===== src/rtl/alarm_bank_if.sv =====
// Key, time and control inputs of the alarm bank plus its display/ring outputs.
// The master drives keys and time; the slave is the alarm bank itself.
interface alarm_bank_if;
  logic        tick_1s;
  logic [23:0] cur_time;
  logic [2:0]  sel;
  logic [2:0]  cnt_inc;
  logic [2:0]  cnt_dec;
  logic        en_toggle;
  logic        snooze;
  logic        stop;
  logic [31:0] Data;
  logic        ring;
  logic [2:0]  hit_idx;

  modport master (
    output tick_1s, cur_time, sel, cnt_inc, cnt_dec, en_toggle, snooze, stop,
    input  Data, ring, hit_idx
  );

  modport slave (
    input  tick_1s, cur_time, sel, cnt_inc, cnt_dec, en_toggle, snooze, stop,
    output Data, ring, hit_idx
  );
endinterface


===== src/rtl/alarm_bank.sv =====
// Multi-slot BCD alarm store with held-key auto-repeat editing and ring/snooze control.
// Latency: edits and state changes are visible one cycle after the committing edge; Data is combinational.
// Backpressure: none; every input pulse and key level is consumed in the cycle it is sampled.
module alarm_bank #(
  parameter int N_ALARMS    = 4,
  parameter int HOLD_CYC    = 50_000_000,
  parameter int REPEAT_CYC  = 10_000_000,
  parameter int RING_SECS   = 60,
  parameter int SNOOZE_SECS = 300
) (
  input  logic        Clk,
  input  logic        Reset_n,
  alarm_bank_if.slave bus
);

  localparam int CNT_MAX = (HOLD_CYC > REPEAT_CYC) ? HOLD_CYC : REPEAT_CYC;
  localparam int CW      = $clog2(CNT_MAX + 1);
  localparam int SEC_MAX = (RING_SECS > SNOOZE_SECS) ? RING_SECS : SNOOZE_SECS;
  localparam int SW      = (SEC_MAX > 1) ? $clog2(SEC_MAX) : 1;
  localparam int IW      = (N_ALARMS > 1) ? $clog2(N_ALARMS) : 1;

  localparam logic [CW-1:0] HOLD_V    = CW'(HOLD_CYC);
  localparam logic [CW-1:0] REPEAT_V  = CW'(REPEAT_CYC);
  localparam logic [SW-1:0] RING_LAST = SW'(RING_SECS - 1);
  localparam logic [SW-1:0] SNZ_LAST  = SW'(SNOOZE_SECS - 1);
  localparam logic [3:0]    N_V       = 4'(N_ALARMS);

  typedef enum logic [1:0] {
    ST_IDLE,
    ST_RINGING,
    ST_SNOOZE
  } state_t;

  function automatic logic [7:0] bcd_inc(input logic [7:0] v, input logic [7:0] top);
    logic [7:0] r;
    if (v == top)            r = 8'h00;
    else if (v[3:0] == 4'd9) r = {v[7:4] + 4'd1, 4'd0};
    else                     r = {v[7:4], v[3:0] + 4'd1};
    return r;
  endfunction

  function automatic logic [7:0] bcd_dec(input logic [7:0] v, input logic [7:0] top);
    logic [7:0] r;
    if (v == 8'h00)          r = top;
    else if (v[3:0] == 4'd0) r = {v[7:4] - 4'd1, 4'd9};
    else                     r = {v[7:4], v[3:0] - 4'd1};
    return r;
  endfunction

  logic [23:0]         slot_time [N_ALARMS];
  logic [N_ALARMS-1:0] slot_en;

  logic          sel_ok;
  logic [IW-1:0] didx;
  logic [23:0]   sel_time;
  logic [23:0]   edit_time;

  assign sel_ok   = ({1'b0, bus.sel} < N_V);
  assign didx     = sel_ok ? bus.sel[IW-1:0] : '0;
  assign sel_time = slot_time[didx];
  assign bus.Data = {1'b0, bus.sel, 3'b000, slot_en[didx], sel_time};

  // Keys: bits 2:0 are the increments (sec, min, hour), bits 5:3 the decrements.
  logic [5:0]    key_now;
  logic [5:0]    key_prev;
  logic [5:0]    rep_phase;
  logic [CW-1:0] rep_cnt [6];
  logic [5:0]    key_step;
  logic [2:0]    sel_q;
  logic          sel_chg;

  assign key_now = {bus.cnt_dec, bus.cnt_inc};
  assign sel_chg = (bus.sel != sel_q);

  always_comb begin
    key_step = '0;
    for (int i = 0; i < 6; i++) begin
      if (key_now[i] && !sel_chg) begin
        if (!key_prev[i])                                   key_step[i] = 1'b1;
        else if (!rep_phase[i] && rep_cnt[i] == HOLD_V)     key_step[i] = 1'b1;
        else if (rep_phase[i] && rep_cnt[i] == REPEAT_V)    key_step[i] = 1'b1;
      end
    end
  end

  // A fresh press or a slot switch both restart the hold delay from one.
  always_ff @(posedge Clk) begin
    if (!Reset_n) begin
      key_prev  <= '0;
      rep_phase <= '0;
      sel_q     <= '0;
      for (int i = 0; i < 6; i++) rep_cnt[i] <= '0;
    end else begin
      key_prev <= key_now;
      sel_q    <= bus.sel;
      for (int i = 0; i < 6; i++) begin
        if (!key_now[i]) begin
          rep_cnt[i]   <= '0;
          rep_phase[i] <= 1'b0;
        end else if (sel_chg || !key_prev[i]) begin
          rep_cnt[i]   <= CW'(1);
          rep_phase[i] <= 1'b0;
        end else if (key_step[i]) begin
          rep_cnt[i]   <= CW'(1);
          rep_phase[i] <= 1'b1;
        end else begin
          rep_cnt[i]   <= rep_cnt[i] + CW'(1);
        end
      end
    end
  end

  logic [2:0] f_inc;
  logic [2:0] f_dec;

  // Opposing steps on one field cancel; independent fields all apply.
  assign f_inc = key_step[2:0] & ~key_step[5:3];
  assign f_dec = key_step[5:3] & ~key_step[2:0];

  assign edit_time[7:0]   = f_inc[0] ? bcd_inc(sel_time[7:0], 8'h59)   :
                            f_dec[0] ? bcd_dec(sel_time[7:0], 8'h59)   : sel_time[7:0];
  assign edit_time[15:8]  = f_inc[1] ? bcd_inc(sel_time[15:8], 8'h59)  :
                            f_dec[1] ? bcd_dec(sel_time[15:8], 8'h59)  : sel_time[15:8];
  assign edit_time[23:16] = f_inc[2] ? bcd_inc(sel_time[23:16], 8'h23) :
                            f_dec[2] ? bcd_dec(sel_time[23:16], 8'h23) : sel_time[23:16];

  always_ff @(posedge Clk) begin
    if (!Reset_n) begin
      slot_en <= '0;
      for (int k = 0; k < N_ALARMS; k++) slot_time[k] <= '0;
    end else if (sel_ok) begin
      slot_time[didx] <= edit_time;
      if (bus.en_toggle) slot_en[didx] <= ~slot_en[didx];
    end
  end

  logic       match_vld;
  logic [2:0] match_idx;

  // Scanning downward leaves the lowest matching slot as the winner.
  always_comb begin
    match_vld = 1'b0;
    match_idx = '0;
    for (int k = N_ALARMS - 1; k >= 0; k--) begin
      if (slot_en[k] && slot_time[k] == bus.cur_time) begin
        match_vld = 1'b1;
        match_idx = 3'(k);
      end
    end
  end

  state_t        state, nxt_state;
  logic [SW-1:0] sec_cnt, nxt_sec;
  logic [2:0]    hit_q, nxt_hit;
  logic          hit_disable;

  assign hit_disable = bus.en_toggle && sel_ok && (bus.sel == hit_q) && slot_en[hit_q[IW-1:0]];

  always_comb begin
    nxt_state = state;
    nxt_sec   = sec_cnt;
    nxt_hit   = hit_q;
    unique case (state)
      ST_IDLE: begin
        if (bus.tick_1s && match_vld) begin
          nxt_state = ST_RINGING;
          nxt_hit   = match_idx;
          nxt_sec   = '0;
        end
      end
      ST_RINGING: begin
        if (bus.stop || hit_disable) begin
          nxt_state = ST_IDLE;
        end else if (bus.snooze) begin
          nxt_state = ST_SNOOZE;
          nxt_sec   = '0;
        end else if (bus.tick_1s) begin
          if (sec_cnt == RING_LAST) nxt_state = ST_IDLE;
          else                      nxt_sec   = sec_cnt + SW'(1);
        end
      end
      ST_SNOOZE: begin
        if (bus.stop || hit_disable) begin
          nxt_state = ST_IDLE;
        end else if (bus.tick_1s && match_vld) begin
          nxt_state = ST_RINGING;
          nxt_hit   = match_idx;
          nxt_sec   = '0;
        end else if (bus.tick_1s) begin
          if (sec_cnt == SNZ_LAST) begin
            nxt_state = ST_RINGING;
            nxt_sec   = '0;
          end else begin
            nxt_sec = sec_cnt + SW'(1);
          end
        end
      end
      default: nxt_state = ST_IDLE;
    endcase
  end

  always_ff @(posedge Clk) begin
    if (!Reset_n) begin
      state   <= ST_IDLE;
      sec_cnt <= '0;
      hit_q   <= '0;
    end else begin
      state   <= nxt_state;
      sec_cnt <= nxt_sec;
      hit_q   <= nxt_hit;
    end
  end

  assign bus.ring    = (state == ST_RINGING);
  assign bus.hit_idx = hit_q;

endmodule


===== src/flat_wrapper.sv =====
// flat-port wrapper written by rule: the top's interface ports become plain ports
module alarm_bank_flat 
#(
  parameter int N_ALARMS    = 4,
  parameter int HOLD_CYC    = 50_000_000,
  parameter int REPEAT_CYC  = 10_000_000,
  parameter int RING_SECS   = 60,
  parameter int SNOOZE_SECS = 300
)
  (Clk, Reset_n, bus_tick_1s, bus_cur_time, bus_sel, bus_cnt_inc, bus_cnt_dec, bus_en_toggle, bus_snooze, bus_stop, bus_Data, bus_ring, bus_hit_idx);
  alarm_bank_if bus_i ();
  input  logic Clk;
  input  logic Reset_n;
  input wire logic [$bits(bus_i.tick_1s)-1:0] bus_tick_1s;
  input wire logic [$bits(bus_i.cur_time)-1:0] bus_cur_time;
  input wire logic [$bits(bus_i.sel)-1:0] bus_sel;
  input wire logic [$bits(bus_i.cnt_inc)-1:0] bus_cnt_inc;
  input wire logic [$bits(bus_i.cnt_dec)-1:0] bus_cnt_dec;
  input wire logic [$bits(bus_i.en_toggle)-1:0] bus_en_toggle;
  input wire logic [$bits(bus_i.snooze)-1:0] bus_snooze;
  input wire logic [$bits(bus_i.stop)-1:0] bus_stop;
  output wire logic [$bits(bus_i.Data)-1:0] bus_Data;
  output wire logic [$bits(bus_i.ring)-1:0] bus_ring;
  output wire logic [$bits(bus_i.hit_idx)-1:0] bus_hit_idx;
  assign bus_i.tick_1s = bus_tick_1s;
  assign bus_i.cur_time = bus_cur_time;
  assign bus_i.sel = bus_sel;
  assign bus_i.cnt_inc = bus_cnt_inc;
  assign bus_i.cnt_dec = bus_cnt_dec;
  assign bus_i.en_toggle = bus_en_toggle;
  assign bus_i.snooze = bus_snooze;
  assign bus_i.stop = bus_stop;
  assign bus_Data = bus_i.Data;
  assign bus_ring = bus_i.ring;
  assign bus_hit_idx = bus_i.hit_idx;
  alarm_bank #(.N_ALARMS(N_ALARMS), .HOLD_CYC(HOLD_CYC), .REPEAT_CYC(REPEAT_CYC), .RING_SECS(RING_SECS), .SNOOZE_SECS(SNOOZE_SECS)) u_core (.Clk(Clk), .Reset_n(Reset_n), .bus(bus_i));
endmodule

===== config.mk =====
export PLATFORM = sky130hd
export DESIGN_NAME = alarm_bank_flat
export DESIGN_NICKNAME = d
export VERILOG_FILES = /design/src/rtl/alarm_bank_if.sv /design/src/rtl/alarm_bank.sv /design/src/flat_wrapper.sv
export SDC_FILE = /design/constraint.sdc
export NUM_CORES = 1
export LEC_CHECK = 0
export BUFFER_PORTS_ARGS = -buffer_cell sky130_fd_sc_hd__buf_2
export CELL_PAD_IN_SITES_DETAIL_PLACEMENT = 1
export CELL_PAD_IN_SITES_GLOBAL_PLACEMENT = 1
export CORE_ASPECT_RATIO = 0.6
export CORE_MARGIN = 2
export CORE_UTILIZATION = 53
export DETAILED_ROUTE_END_ITERATION = 10
export GPL_ROUTABILITY_DRIVEN = 1
export PLACE_DENSITY_LB_ADDON = 0.1
export SETUP_SLACK_MARGIN = 0.02
export SLEW_MARGIN = 15
export SYNTH_ARGS = -nofsm -noshare
export SYNTH_HDL_FRONTEND = slang
export SYNTH_SLANG_ARGS = --single-unit

===== constraint.sdc =====
create_clock -name Clk -period 10.8 [get_ports Clk]
set_input_delay 2.16 -clock Clk [delete_from_list [all_inputs] [get_ports Clk]]
set_output_delay 2.16 -clock Clk [all_outputs]
set_load 0.02 [all_outputs]

* After elaboration in Yosys (flattened, before gate mapping) *
Memory sizes are Yosys's and may differ from the RTL's.
Cells that the tools add are included.

cells by class
  magnitude comparators = 4
  bitwise logic cells = 36
  $add $sub $neg = 19
  reductions and logical operators = 67
  muxes and demuxes = 214
  eq/ne operators = 38

operators with widths
  operator               count
  $mux 26                24
  $add 26x1->26 const B  6
  $eq 26x24->1 const B   6
  $eq 26x26->1 const B   6
  $mux 8                 18
  $mux 1                 138
  $eq 24x24->1           4
  $mux 9                 9
  $mux 2                 15
  $logic_and 1x1->1      27
  $pmux 9 s3             1
  $add 4x1->4 const B    6
  $logic_not 8->1        3
  $mux 24                1
  $or 1x1->1             24
  $reduce_or 24->1       1
  $sub 4x1->4 const B    6
  $reduce_or 3->1        6
  $eq 8x7->1 const B     2
  $logic_not 1->1        13
  $eq 4x4->1 const B     3
  $logic_not 4->1        3
  $add 9x1->9 const B    1
  $eq 9x6->1 const B     1
  other kinds (32)       54

storage, ports and cells
  input bits = 39
  memories kept = 2
  output and inout bits = 36
  memory bits (writable) = 252
  register bits = 33

memories
  name              depth  bits a word  read ports  clocked after Yosys merged registers in  wr ports  RTL line          text
  u_core.rep_cnt    6      26           6           0                                        6         alarm_bank.sv:67  logic [CW-1:0] rep_cnt [6];
  u_core.slot_time  4      24           5           0                                        4         alarm_bank.sv:50  logic [23:0] slot_time [N_ALARMS];

* Depth between registers and ports, before layout *
Gate-level depths: netlist of the first run.
An unclocked memory read counts as a cell.

  depth after elaboration = 14
  depth in mapped cells = 14

* Worst setup path after synthesis of the first run *
OpenSTA, ideal clock, no wires.

  path type = input -> output
  from = input port bus_sel[2]
  to = output port bus_Data[13]
  stages = 8
  arrival = 3.811 ns
  data required time = 8.640 ns
  setup slack = 4.829 ns
  cells stage by stage = buf_2 clkbuf_1 clkbuf_1 clkbuf_1 nor2b_1 a21oi_1 o21ai_1 inv_1

on the way
  longest elaborated chain between the ends = 3

ends and longest elaborated chain
  what             RTL line            text
  start, declared  flat_wrapper.sv:16  input wire logic [$bits(bus_i.sel)-1:0] bus_sel;
  $lt 3x3->1       alarm_bank.sv:58    assign sel_ok = ({1'b0, bus.sel} < N_V);
  $mux 2           alarm_bank.sv:59    assign didx = sel_ok ? bus.sel[IW-1:0] : '0;
  $mem_v2 4x24     n/a
  end, declared    flat_wrapper.sv:22  output wire logic [$bits(bus_i.Data)-1:0] bus_Data;

No other way between the ends.

* Worst setup path after layout of the first run *
  from = input port bus_sel[2]
  to = output port bus_Data[17]

Same word-level chain as after synthesis.

==> qor.csv, run 1 <==
metric;value;unit
worst_pin_slew;1240;ps
wirelength;51000;um
layout_commonest_cell;nor2_1;
seq_area_frac_synth;48.2;%
crit_path_start_kind;input port;
crit_buf_inv;4;
grt_pass1_vias;14204;
hp-class;reg2reg;
ys_async_sr_fraction;0;%
min_from;u_core.key_prev[2]$_SDFF_PN0_;
grt_max_degree;62;
detail-route-antenna-nets;0;
final.min_clock_period;7090;ps
rsz0062_at_grt;false;
relSlewSlack;16.9;%
drt_iter0_drc;1541;
crit_chain;buf_2, buf_4, nand2b_1, nor2_1, a221oi_1, inv_1, buf_2;
synth-edff-count;252;
wl_met2;22400;um
criticalPathCategory;in2out;
die_h;143;um
timing.fmax;0.141;GHz
yosys_warnings;0;
fill_cells;3565;
drv_cap;0;
crit_start;bus_sel[2];
synth_top_area_share;44.4;%
layout_common_cells;nor2_1 (292), edfxtp_1 (252), conb_1 (161);
cts_tree;built;
holdPathStages;2;
dr.pass1.iters;5;
syn_area;17000;um2
viasPerCell;5.97;
p_per_area;137;nW/um2
htree_num_levels;1;
worstPathArrival;4930;ps
cts_setup_buffers;0;
clk_pin_slew;70;ps
yosysTopAreaCell;edfxtp_1;
io_pins;75;
port_buffers;69;
nets;1992;
grt_use_total;30.6;%
place_hpwl;36900;um
cts.repair.resized;0;
cpMostUsedCell;buf_2;
cts_buffers;29;
clock-sinks;284;
cp_slowest_cell;a221oi_1;
syn_avg_cell_area;9.89;um2
initial_core_util;54.2;%
ys_types;83;
synth_area_leaders;edfxtp_1 (44%), nor2_1 (6.4%), xnor2_1 (6.4%);
timing.rr.start;u_core.rep_cnt[0][0]$_SDFFCE_PN0P_;
cts_root_buf;clkbuf_16;
highest_layer;met5;
end_kind;output port;
setup_viol;0;
finalMaxSlewViolations;0;
skew;14.5;ps
worstSkewPairLatency;580;ps
max_stage_delay;840;ps
core_area;31400;um2
diodes;0;
wl_met1;23400;um
ys_ff_latch;284;
cp_top_family;buffers and inverters;
hold_slack;478;ps
dieArea;33600;um2
rr_worst_depth;10;
totalNegativeSetupSlack;0;ps
wire_per_inst;21.7;um
cp.depth;7;
die_w;235;um
antenna_found_initial;1;
area_growth;12.5;%
rows;50;
gp_congestion;0.935;
grt_overflow;0;
crit_fanout;39;
drive_gt1_share;8.35;%
seq_area;8210;um2
leakage;6.98;nW
grt_pass1_wl;80600;um
irDropWorstVdd;0.119;mV
synth_top_flop_cell;edfxtp_1;
required;8640;ps
vias;14066;
multiInputGateArea;8840;um2
drc;0;
ctsHoldBuffers;0;
period_share;65.7;%
status;completed;
report.final.hold_viol_count;0;
postSynthCellCount;1723;
clockBufferDepth;3;
met3_length;4260;um
report_power, final:
| group | leakage, nW | internal [mW] | switching (mW) | total, mW |
|---|---|---|---|---|
| sequential | 2.88 | 1.24 | 0.0530 | 1.30 |
| clock | 0.434 | 0.549 | 0.449 | 0.998 |
| combinational | 3.67 | 0.108 | 0.219 | 0.327 |
| total | 6.98 | 1.90 | 0.721 | 2.62 |
sequential cells by signal, summed over array words and instances (netlist names):
signal and count:
u_core.bus.hit_idx 2, u_core.key_prev 6, u_core.state 2, u_core.slot_en 4
u_core.rep_cnt 156, u_core.sel_q 3, u_core.sec_cnt 9, u_core.slot_time 96
u_core.rep_phase 6
cells in the mapped netlist, types with 30 or more instances:
master	n
a21oi_1	53
and3_1	30
clkbuf_1	50
dfxtp_1	32
edfxtp_1	252
ha_1	34
inv_1	66
nand2_1	100
nand3_1	94
nand4_1	50
nor2_1	292
nor3_1	35
o21ai_0	33
xnor2_1	124
xor2_1	111
logic make-up after synthesis:
logic type,synth area share [%]
AOI/OAI and AO/OA,8.95
and+or+nand+nor,22.8
other,0.0441
muxes,1.93
buffers and inverters,3.50
adders and majority gates,2.50
DFF,48.2
xor gates and xnor gates,12.1
per-stage QoR:
stage | power (mW) | std cells | util [%] | worst slack, ps | instance area (um2)
detailed placement | 1.63 | 2304 | 58.2 | 3820 | 18300
CTS | 2.62 | 2357 | 61.0 | 3830 | 19200
global placement | 1.61 | 2304 | 58.2 | 3970 | 18300
floorplan | 1.51 | 1882 | - | 4830 | 17600
global route | 2.70 | 2357 | 61.0 | 3620 | 19200
finish | 2.62 | 2357 | 61.0 | 3710 | 19200
cell type report:
class / count / share of cell area, %
Multi-Input combinational cell: 1453 / 46.1
Sequential cell: 284 / 42.8
Clock buffer: 39 / 4.03
Tap cell: 416 / 2.72
Timing Repair Buffer: 82 / 2.31
Inverter: 69 / 1.35
Clock inverter: 14 / 0.646
metal layers:
layer  GRT usage (%)  vias up
li1                -     6427
met1            44.8     7018
met2            47.4      544
met3            6.09       75
met4            5.97        2
met5               0        -
tightest hold or removal path, delay by kind of cell, from the launching register on:
kind	cells	cell delay, ps
flip-flops	1	310
AND/OR/NAND/NOR	2	130
worst paths after layout:
path	to	slack, ps
worst max-delay path	bus_Data[17]	3710
worst max register to register	u_core.slot_time[1][1]$_SDFFCE_PN0P_	7130
worst min-delay path	u_core.rep_phase[2]$_SDFFE_PP0P_	480
worst min register to register	u_core.rep_phase[2]$_SDFFE_PP0P_	480
No activity file was read; power rests on OpenSTA's default activity.
==> run 2: changes to the inputs <==
- ABC_AREA: default -> 1
- CORE_UTILIZATION: 53 -> 47
- clock period: 10.8 -> 7 ns (I/O delays scaled with it)
==> qor.csv, run 2 <==
metric;value;unit;change
drive_gt1_share;7.30;%;-1.0 points
synth_top_flop_cell;edfxtp_1;;
yosysMostFrequentCell;nand2_1;;
clockBufferDepth;3;;unchanged
synth_top_area_share;39.1;%;-5.4 points
io_pins;75;;unchanged
die_h;161;um;+13%
drc;0;;unchanged
area_growth;12.9;%;
top_register;u_core.rep_cnt;;
layout_common_cells;nand2_1 (738), inv_1 (429), nor2_1 (397);;
clock-sinks;284;;unchanged
min_from;u_core.sec_cnt[8]$_SDFFE_PN0P_;;
crit_fanout;40;;+2.6%
core_area;40600;um2;+29%
cts_root_buf;clkbuf_16;;
final.min_clock_period;4930;ps;
dieArea;42900;um2;+28%
irDropWorstVdd;0.144;mV;+20%
grt_max_degree;41;;-34%
worst_pin_slew;1210;ps;-36.8 ps
nets;3006;;+51%
grt_pass1_vias;19066;;+34%
p_per_area;203;nW/um2;+48%
initial_core_util;47.7;%;-6.5 points
die_w;266;um;+13%
dr.pass1.iters;6;;+1
port_buffers;69;;unchanged
rsz0062_at_grt;false;;
synth_top_cells_by_count;nand2_1 (739), inv_1 (429), nor2_1 (397);;
drt_iter0_drc;1852;;+20%
grt_pass1_wl;109000;um;+35%
crit_path_start_kind;input port;;
rows;57;;+14%
hp-class;reg2reg;;
cts.repair.resized;0;;unchanged
yosys_warnings;0;;unchanged
criticalPathCategory;in2out;;
ys_types;53;;-36%
layout_commonest_cell;nand2_1;;
cts_tree;built;;
gp_congestion;1.05;;+12%
setup_viol;0;;unchanged
ys_ff_latch;284;;unchanged
detail-route-antenna-nets;0;;unchanged
yosysTopAreaCell;edfxtp_1;;
leakage;10.0;nW;+44%
worstSkewPairLatency;600;ps;+20 ps
worstPathArrival;3530;ps;-1400 ps
end_kind;output port;;
drv_cap;0;;unchanged
cts_buffers;30;;+3.4%
relSlewSlack;19.5;%;+2.6 points
syn_avg_cell_area;7.16;um2;-28%
cts_setup_buffers;0;;unchanged
hold_slack;468;ps;-10.3 ps
clk_pin_slew;70;ps;about the same
status;completed;;
syn_area;19400;um2;+14%
reg_top3;u_core.rep_cnt: 156 flops, u_core.slot_time: 96 flops, u_core.sec_cnt: 9 flops;;
place_hpwl;54700;um;+48%
totalNegativeSetupSlack;0;ps;unchanged
largest_reg_flops;156;;unchanged
synth-edff-count;252;;unchanged
ctsHoldBuffers;0;;unchanged
crit_start;bus_sel[0];;
skew;21.7;ps;+7.17 ps
timing.rr.start;u_core.sel_q[1]$_SDFF_PN0_;;
report.final.hold_viol_count;0;;unchanged
timing.fmax;0.203;GHz;
vias;19071;;+36%
period_share;70.4;%;
viasPerCell;5.47;;-8.4%
grt_use_total;32.8;%;+2.2 points
ys_async_sr_fraction;0;%;unchanged
antenna_found_initial;2;;+1
required;5600;ps;-3040 ps
postSynthCellCount;2707;;+57%
htree_num_levels;1;;unchanged
grt_overflow;0;;unchanged
seq_area_frac_synth;42.4;%;-5.8 points
synth_area_leaders;edfxtp_1 (39%), nand2_1 (14%), inv_1 (8.3%);;
wire_per_inst;20.3;um;-6.5%
finalMaxSlewViolations;0;;unchanged
wirelength;70700;um;+38%
run 2: layer usage:
layer / vias up / share of wire, % / track usage (%)
met2: 700 / 42 / 48.9
met3: 98 / 9.4 / 8.93
li1: 9046 / - / -
met1: 9223 / 47 / 47.6
met5: - / 0.040 / 0
met4: 4 / 1.9 / 6.87
run 2: critical path: stages:
cell	delay [ps]
buf_2	180
inv_2	80
nor2_2	170
nand2_2	630
o22ai_1	420
nor2_2	150
inv_1	220
buf_2	240
run 2: path summary, 6_finish.rpt:
kind / end / slack, ps / depth (start not counted)
max reg2reg: u_core.rep_cnt[0][89]$_SDFFCE_PN0P_ / 3830 / 8
min: u_core.sec_cnt[8]$_SDFFE_PN0P_ / 470 / 2
min reg2reg: u_core.sec_cnt[8]$_SDFFE_PN0P_ / 470 / 2
max: bus_Data[4] / 2070 / 8
run 2: logic make-up (layout without fill, tap and decap cells):
kind of cell / Yosys count / count (layout) / share of synthesized area [%]
fa+ha+maj: 34 / 34 / 2.20
buf+inv: 499 / 590 / 9.97
simple gates: 1561 / 1561 / 34.9
xor+xnor: 63 / 63 / 2.85
compound gates: 264 / 264 / 7.67
other cells: 2 / 162 / 0.0388
flops: 284 / 284 / 42.4
run 2: cell type report:
class                   instances  area, um2
well taps                     531        664
diodes                          1       2.50
clock buffers                  37        817
inverters                     454       1700
multi-input cells            2083       9830
fillers                      5343      18700
flip-flops and latches        284       8210
clock inverters                19        204
repair buffers                 80        432
run 2: report_power, final:
group / internal (mW) / switching, mW / leakage, nW / total (mW)
logic: 0.189 / 0.547 / 6.64 / 0.736
clock network: 0.974 / 0.736 / 0.502 / 1.71
registers: 1.92 / 0.0736 / 2.88 / 1.99
total: 3.08 / 1.36 / 10.0 / 4.44
run 2: stage by stage:
step	setup WS, ps	cell area [um2]	total power, mW	util (%)	std cells
after CTS	2140	21800	4.43	53.8	3487
final	2070	21900	4.44	53.9	3489
after global placement	2260	20800	2.70	51.3	3431
after global routing	1980	21900	4.59	53.9	3488
after floorplan	3110	20000	2.46	-	2866
after detailed placement	2180	20800	2.73	51.3	3431
